File: config.mk
export PLATFORM = sky130hd
export DESIGN_NAME = uart_pixel_packer
export DESIGN_NICKNAME = d
export VERILOG_FILES = /design/src/rtl/uart_pixel_packer_pkg.sv /design/src/rtl/pixel_skid_reg.sv /design/src/rtl/uart_pixel_packer.sv
export SDC_FILE = /design/constraint.sdc
export NUM_CORES = 1
export LEC_CHECK = 0
export CORE_MARGIN = 2
export CORE_UTILIZATION = 40
export CTS_CLUSTER_DIAMETER = 200
export CTS_CLUSTER_SIZE = 14
export DETAILED_ROUTE_END_ITERATION = 7
export HOLD_SLACK_MARGIN = 0.1
export PLACE_DENSITY = 0.69
export SYNTH_ARGS = -nofsm -noshare
export SYNTH_HDL_FRONTEND = slang
export SYNTH_SLANG_ARGS = --single-unit
File: constraint.sdc
create_clock -name clk -period 1.5 [get_ports clk]
set_input_delay 0.45 -clock clk [delete_from_list [all_inputs] [get_ports clk]]
set_output_delay 0.45 -clock clk [all_outputs]
set_load 0.01 [all_outputs]
File: src/rtl/uart_pixel_packer_pkg.sv
// Shared types and constants for the UART pixel packer.
package uart_pixel_packer_pkg;

  typedef enum logic [1:0] {
    ST_HUNT = 2'd0,
    ST_HI   = 2'd1,
    ST_LO   = 2'd2
  } state_t;

  localparam logic [7:0] DEFAULT_SYNC_BYTE = 8'hA5;
  localparam int         RGB565_W          = 16;

endpackage

File: src/rtl/pixel_skid_reg.sv
// One-entry pending pixel register between the byte assembler and the FIFO.
// A new pixel is accepted if the slot is empty or is being drained this cycle;
// otherwise the new pixel is dropped and the held one is kept.
module pixel_skid_reg
  import uart_pixel_packer_pkg::*;
(
  input  logic                clk,
  input  logic                reset_n,
  input  logic                load,
  input  logic [RGB565_W-1:0] load_data,
  input  logic                fifo_full,
  output logic                pend_valid,
  output logic [RGB565_W-1:0] pend_data,
  output logic                wr_en,
  output logic                drop
);

  logic accept;

  assign wr_en  = pend_valid & ~fifo_full;
  assign accept = load & (~pend_valid | wr_en);
  assign drop   = load & pend_valid & fifo_full;

  // Pending slot: reload wins over drain, drain empties the slot.
  always_ff @(posedge clk or negedge reset_n) begin
    if (!reset_n) begin
      pend_valid <= 1'b0;
      pend_data  <= '0;
    end else if (accept) begin
      pend_valid <= 1'b1;
      pend_data  <= load_data;
    end else if (wr_en) begin
      pend_valid <= 1'b0;
    end
  end

endmodule

File: src/rtl/uart_pixel_packer.sv
// Assembles RGB565 pixels from a UART byte stream framed by a sync byte,
// with per-frame pixel counting, inter-byte timeout and sticky error flags.
module uart_pixel_packer
  import uart_pixel_packer_pkg::*;
#(
  parameter logic [7:0] SYNC_BYTE      = DEFAULT_SYNC_BYTE,
  parameter int         FRAME_PIXELS   = 65536,
  parameter int         TIMEOUT_CYCLES = 100000
) (
  input  logic                clk,
  input  logic                reset_n,
  input  logic [7:0]          rx_data,
  input  logic                rx_valid,
  input  logic                fifo_full,
  output logic                fifo_wr_en,
  output logic [RGB565_W-1:0] fifo_data,
  output logic                frame_start,
  output logic                frame_done,
  output logic                busy,
  output logic                overflow_err,
  output logic                timeout_err,
  input  logic                clear_err
);

  localparam int CNT_W  = $clog2(FRAME_PIXELS);
  localparam int IDLE_W = $clog2(TIMEOUT_CYCLES + 1);
  localparam logic [CNT_W-1:0]  LAST_PIX  = CNT_W'(FRAME_PIXELS - 1);
  localparam logic [IDLE_W-1:0] IDLE_LAST = IDLE_W'(TIMEOUT_CYCLES - 1);

  state_t              state, state_n;
  logic [CNT_W-1:0]    pix_cnt;
  logic [IDLE_W-1:0]   idle_cnt;
  logic [7:0]          hi_byte;
  logic                timeout_hit;
  logic                start_c, done_c, load_c;
  logic                pend_valid, drop;

  // The last idle clock of the allowed window aborts the frame.
  assign timeout_hit = (state != ST_HUNT) && !rx_valid && (idle_cnt == IDLE_LAST);
  assign busy        = (state != ST_HUNT);

  // State register.
  always_ff @(posedge clk or negedge reset_n) begin
    if (!reset_n) state <= ST_HUNT;
    else          state <= state_n;
  end

  // Next-state and per-cycle strobes.
  always_comb begin
    state_n = state;
    start_c = 1'b0;
    done_c  = 1'b0;
    load_c  = 1'b0;
    case (state)
      ST_HUNT: begin
        if (rx_valid && rx_data == SYNC_BYTE) begin
          state_n = ST_HI;
          start_c = 1'b1;
        end
      end
      ST_HI: begin
        if (timeout_hit)   state_n = ST_HUNT;
        else if (rx_valid) state_n = ST_LO;
      end
      ST_LO: begin
        if (timeout_hit) begin
          state_n = ST_HUNT;
        end else if (rx_valid) begin
          load_c  = 1'b1;
          done_c  = (pix_cnt == LAST_PIX);
          state_n = done_c ? ST_HUNT : ST_HI;
        end
      end
      default: state_n = ST_HUNT;
    endcase
  end

  // Pixel counter, high-byte latch and frame pulses.
  always_ff @(posedge clk or negedge reset_n) begin
    if (!reset_n) begin
      pix_cnt     <= '0;
      hi_byte     <= '0;
      frame_start <= 1'b0;
      frame_done  <= 1'b0;
    end else begin
      frame_start <= start_c;
      frame_done  <= done_c;
      if (start_c || done_c)                  pix_cnt <= '0;
      else if (load_c)                        pix_cnt <= pix_cnt + CNT_W'(1);
      if (state == ST_HI && rx_valid)         hi_byte <= rx_data;
    end
  end

  // Idle counter: runs only between bytes inside a frame.
  always_ff @(posedge clk or negedge reset_n) begin
    if (!reset_n)                                        idle_cnt <= '0;
    else if (state == ST_HUNT || rx_valid || timeout_hit) idle_cnt <= '0;
    else                                                 idle_cnt <= idle_cnt + IDLE_W'(1);
  end

  // Sticky errors; clear beats a simultaneous set.
  always_ff @(posedge clk or negedge reset_n) begin
    if (!reset_n) begin
      overflow_err <= 1'b0;
      timeout_err  <= 1'b0;
    end else if (clear_err) begin
      overflow_err <= 1'b0;
      timeout_err  <= 1'b0;
    end else begin
      if (drop)        overflow_err <= 1'b1;
      if (timeout_hit) timeout_err  <= 1'b1;
    end
  end

  pixel_skid_reg u_skid (
    .clk        (clk),
    .reset_n    (reset_n),
    .load       (load_c),
    .load_data  ({hi_byte, rx_data}),
    .fifo_full  (fifo_full),
    .pend_valid (pend_valid),
    .pend_data  (fifo_data),
    .wr_en      (fifo_wr_en),
    .drop       (drop)
  );

endmodule
# Yosys cells after proc, flatten, opt, wreduce, memory -nomap -nowiden
# Index checks and enable logic that the tools add are counted.
[totals]
regBits = 64
inputBits = 13
wordCells = 66
[op_classes]
n_addsub = 2
n_eq_ne = 8
n_mux = 24
bitwise = 7
reduce_logical = 15
[ops]
columns = ["op", "count"]
rows = [
  ["2-to-1 mux 16 bit", 2],
  ["adder 17 x 1 -> 17 bit (second input constant)", 1],
  ["== test 17 bit (second input constant)", 1],
  ["2-to-1 mux 17 bit", 1],
  ["adder 16 x 1 -> 16 bit (second input constant)", 1],
  ["== test 16 bit (second input constant)", 1],
  ["2-to-1 mux 1 bit", 15],
  ["2-to-1 mux 2 bit", 5],
  ["nonzero test 2 bit", 5],
  ["== test 8 bit (second input constant)", 1],
  ["!= test 3 bit (second input constant)", 2],
  ["case mux 2 bit (3 select lines)", 1],
  ["AND 1 bit", 4],
  ["logical AND 1 bit", 4],
  ["logical OR 1 bit", 3],
  ["AND reduction 3 bit", 1],
  ["== test 2 x 1 -> 1 bit (second input constant)", 1],
  ["== test 2 bit (second input constant)", 1],
  ["logical NOT 2 bit", 1],
  ["!= test 2 bit (second input constant)", 1],
  ["inverter 1 bit", 2],
  ["logical NOT 1 bit", 1],
  ["OR 1 bit", 1],
]

# Longest topological paths before layout
[depth]
word_depth = 9
ltp_mapped = 7

# Cells and area by module
# A second synthesis with hierarchy kept.
[unflattened]
hier_cells = 252
area_unflattened_um2 = 2950.3
[by_module_without_submodules]
columns = ["module", "n_inst", "cells_each", "area_each_um2"]
rows = [
  ["uart_pixel_packer", 1, 214, 2245.9],
  ["pixel_skid_reg", 1, 38, 704.4],
]

# Worst setup path before layout
# No wires, ideal clock.
[synth_timing]
path_kind = "input to register"
startpoint = "in rx_valid"
endpoint = "reg u_skid.pend_data[10]"
t_arrival_ns = 1.489
required_ns = 1.375
path_slack_ns = -0.114
path_stages = 6
path_buffers = 3
cell_sequence = "buf_2 -> and3b_1 -> buf_4 -> nand2_4 -> buf_6 -> mux2_2"
[synth_between]
elab_chain_cells = 6
word_cells_on_any_way = 7
cone_classes = "mux: 3; bitwise: 1; reduce/logical: 3"
[synth_lines]
columns = ["element", "line_no", "rtl"]
rows = [
  ["from (decl)", "uart_pixel_packer.sv:13", "input logic rx_valid,"],
  ["logical NOT 1 bit", "uart_pixel_packer.sv:39", "assign timeout_hit = (state != ST_HUNT) && !rx_valid && (idle_cnt == IDLE_LAST);"],
  ["logical AND 1 bit (2 in series)", "uart_pixel_packer.sv:39", ""],
  ["2-to-1 mux 1 bit (*)", "uart_pixel_packer.sv:66", "if (timeout_hit) begin"],
  ["2-to-1 mux 1 bit (*)", "uart_pixel_packer.sv:54", "case (state)"],
  ["AND 1 bit (*)", "pixel_skid_reg.sv:21", "assign accept = load & (~pend_valid | wr_en);"],
  ["to (signal assigned)", "pixel_skid_reg.sv:31", "pend_data <= load_data;"],
  ["to (decl)", "pixel_skid_reg.sv:13", "output logic [RGB565_W-1:0] pend_data,"],
]
# Mark *: on every way between the ends. The rest lies on a longest branch, timed or not.
# A chain may end at the register's enable or synchronous reset.

# Worst setup path after layout
[layout_timing]
startpoint = "reg state[0]"
endpoint = "reg pix_cnt[9]"
[layout_between]
elab_chain_cells = 7
word_cells_on_any_way = 13
cone_classes = "eq/ne: 1; mux: 6; reduce/logical: 6"
[layout_lines]
columns = ["element", "line_no", "rtl"]
rows = [
  ["from (decl)", "uart_pixel_packer.sv:30", "state_t state, state_n;"],
  ["from (signal assigned)", "uart_pixel_packer.sv:45", "else state <= state_n;"],
  ["nonzero test 2 bit", "uart_pixel_packer.sv:39", ""],
  ["logical AND 1 bit (2 in series)", "uart_pixel_packer.sv:39", ""],
  ["2-to-1 mux 1 bit", "uart_pixel_packer.sv:66", ""],
  ["2-to-1 mux 1 bit", "uart_pixel_packer.sv:54", ""],
  ["logical OR 1 bit", "uart_pixel_packer.sv:88", "if (start_c || done_c) pix_cnt <= '0;"],
  ["2-to-1 mux 16 bit or nonzero test 2 bit (tied branches)", "--", ""],
  ["to (signal assigned)", "uart_pixel_packer.sv:89", "else if (load_c) pix_cnt <= pix_cnt + CNT_W'(1);"],
  ["to (decl)", "uart_pixel_packer.sv:31", "logic [CNT_W-1:0] pix_cnt;"],
]
# Several ways; a longest one is shown, not always the timed one.

==> impl_metrics.ini <==
[synthesis]
synth_fp_nets = 270
syn_inst = 255
ys_seq_area_share_pct = 54.7
ys_warn_count = 0
ys_seq_elements = 64
syn_area_um2 = 2930
synth.distinct_cells = 44
synth_async_sr_flop_share_pct = 100
synth-edff-count = 0
synthFlopType = dfrtp_1
syn_area_per_cell_um2 = 11.5

[placed_design]
routabilityCongestion = 0.839
portBuffers = 34
dp_hpwl_um = 4710

[floorplan]
die_area_um2 = 8030
dieHeight_um = 89.6
rows = 31
fp.coreArea_um2 = 7180
fp.dieW_um = 89.6
io_pins = 35
start_util_pct = 40.8

[layout]
drive_gt1_share_pct = 41.7
post-route-util_pct = 62.0
regArea_um2 = 1600
fin_nets = 377
insertedDiodeCount = 0
layout_common_cells = 63 x dfrtp_1, 51 x buf_4, 26 x nor2_1, 17 x xor2_1, 15 x nand4_1
multi_input_area_um2 = 1540
syn_to_final_growth_pct = 51.7
n_fill_cell = 552
layout_commonest_cell = dfrtp_1

[clocking]
cts_buffer_depth = 2
clock_latency_ps = 350
h-tree-depth = 3
cts_sinks = 64
cts_made_buffers = 9
cts-root-buf = clkbuf_8
cts_tree = done
path_clk_slew_ps = 80

[routing]
drc = 0
postRouteAntennaNets = 0
wl_um = 7480
firstDrtPassIters = 4
avgViaCountPerCell = 5.15
drt-initial-drc-count = 90
wire_per_inst_um = 16.0
num_vias = 2398

[global_routing]
overflow = 0
grt_max_degree = 19
grt.total_usage_pct = 20.2
grt_pass1_vias = 2422
antenna_found_initial = 0
grt_pass1_wl_um = 12000

[setup_path]
worstSetupStartpointType = flip-flop
worst_setup_path_end_kind = flip-flop
crit_type = reg2reg
timing.critical_path.from = state[0]
crit_arrival_ps = 1820
crit_required_ps = 1730
r2r-start = state[0]
rr_worst_depth = 6
critPathMaxFanout = 4

[timing]
worst_pin_slew_ps = 532
period_share_pct = 106
worst_slew_margin_rel_pct = 64.5
fin_ws_ps = -94.3
finalSetupViolations = 29
slew_viol_final = 0
hold_viol_final = 0
fin_crit_ps = 1590
max_freq_mhz = 627
clock_skew_ps = 9.65
grt_setup_unrepaired = true

[pwr]
leakage_nw = 2.15
irDropWorstVdd_v = 0.000860
power_mw = 5.19
p_per_area_nw_per_um2 = 1170

[worst_hold_path]
hold_depth = 2
min_from = rx_data[0]
hold_class = in2reg

[outcome]
status = complete, but fails checks
violations = negative setup slack

[flow_run]
drv_cap = 0
[cell usage after synthesis, drive strengths merged (2+ instances only)]
| library cell | n | share of area (%) |
|---|---|---|
| nand3 | 13 | 2.4 |
| nand4 | 17 | 4.4 |
| and4 | 7 | 2.2 |
| and2 | 3 | 0.64 |
| xor2 | 17 | 5.1 |
| dfrtp | 64 | 55 |
| nand2 | 16 | 2.3 |
| xnor2 | 6 | 1.8 |
| inv | 7 | 0.90 |
| mux2 | 24 | 9.2 |
| nor2 | 30 | 3.8 |
| nor3 | 4 | 0.68 |
| or3 | 5 | 1.1 |
| o21ai | 6 | 1.0 |
| nor4b | 2 | 1.0 |
| ha | 2 | 0.85 |
| nor4 | 4 | 0.85 |
| a21oi | 7 | 1.2 |
| o311ai | 2 | 0.60 |
| buf | 6 | 1.6 |
[power breakdown]
part | internal (mW) | total (mW) | switching [mW]
sequential | 2.04 | 2.21 | 0.169
clock | 0.934 | 1.66 | 0.726
combinational | 0.781 | 1.33 | 0.544
total | 3.75 | 5.19 | 1.44
[worst paths after layout]
check,endpoint,slack [ps]
max,pix_cnt[9],-90
min,hi_byte[0],420
max reg2reg,pix_cnt[9],-90
min reg2reg,u_skid.pend_data[3],510
max in group asynchronous,pix_cnt[7],400
min in group asynchronous,hi_byte[4],610
[final cells by class]
type | instances | share of cell area [%]
clock inverters | 7 | 2.17
multi-input cells | 181 | 34.7
inverters | 7 | 0.591
flip-flops and latches | 64 | 36.1
clock buffers | 9 | 2.79
well taps | 99 | 2.79
repair buffers | 99 | 20.9
[state kept, by name, indices dropped and copies added, names as in the netlist]
register / flops
frame_done: 1
frame_start: 1
hi_byte: 8
idle_cnt: 17
overflow_err: 1
pix_cnt: 16
state: 2
timeout_err: 1
u_skid.pend_data: 16
u_skid.pend_valid: 1
[worst max-delay path, cell delays in order (launching register included)]
cell	delay (ps)
dfrtp_1	440
buf_6	140
nand3b_1	270
buf_6	200
nor4_2	230
xnor2_1	140
nor2_1	60
[metrics by stage]
stage | setup slack (ps) | std cells | hold slack [ps] | area, um^2 | TNS (ps)
finish | -94.3 | 466 | 420 | 4450 | -1360
global route | -152 | 466 | 435 | 4450 | -2730
CTS | -94.4 | 461 | 506 | 4230 | -1170
detailed placement | -518 | 433 | 451 | 3840 | -23360
global placement | -460 | 433 | 448 | 3840 | -20470
floorplan | -44.4 | 255 | 154 | 3020 | -506
[what timing repair did]
item,in CTS,in global routing
endpoints found under the hold margin,15,0
gates resized for setup,52,49
endpoints found under the setup margin,70,72
hold buffers,1,0
cloned,1,3
pin swaps,14,18
buffers inserted,10,5
[cells by family after synthesis]
logic type | count (synthesis) | synth area share (%)
flops | 64 | 54.7
compound gates | 20 | 4.18
xor+xnor | 23 | 6.87
simple gates | 108 | 21.3
mux | 25 | 9.56
fa+ha+maj | 2 | 0.854
buf+inv | 13 | 2.52
[per-layer routing]
| layer | track usage [%] | wire length (um) | vias to the layer above |
|---|---|---|---|
| li1 | - | - | 1140 |
| met1 | 26.1 | 3380 | 1212 |
| met2 | 32.8 | 3790 | 38 |
| met3 | 3.93 | 230 | 8 |
| met4 | 9.36 | 75 | 0 |
| met5 | 0 | 0 | - |
No activity file was read; power rests on OpenSTA's default activity.
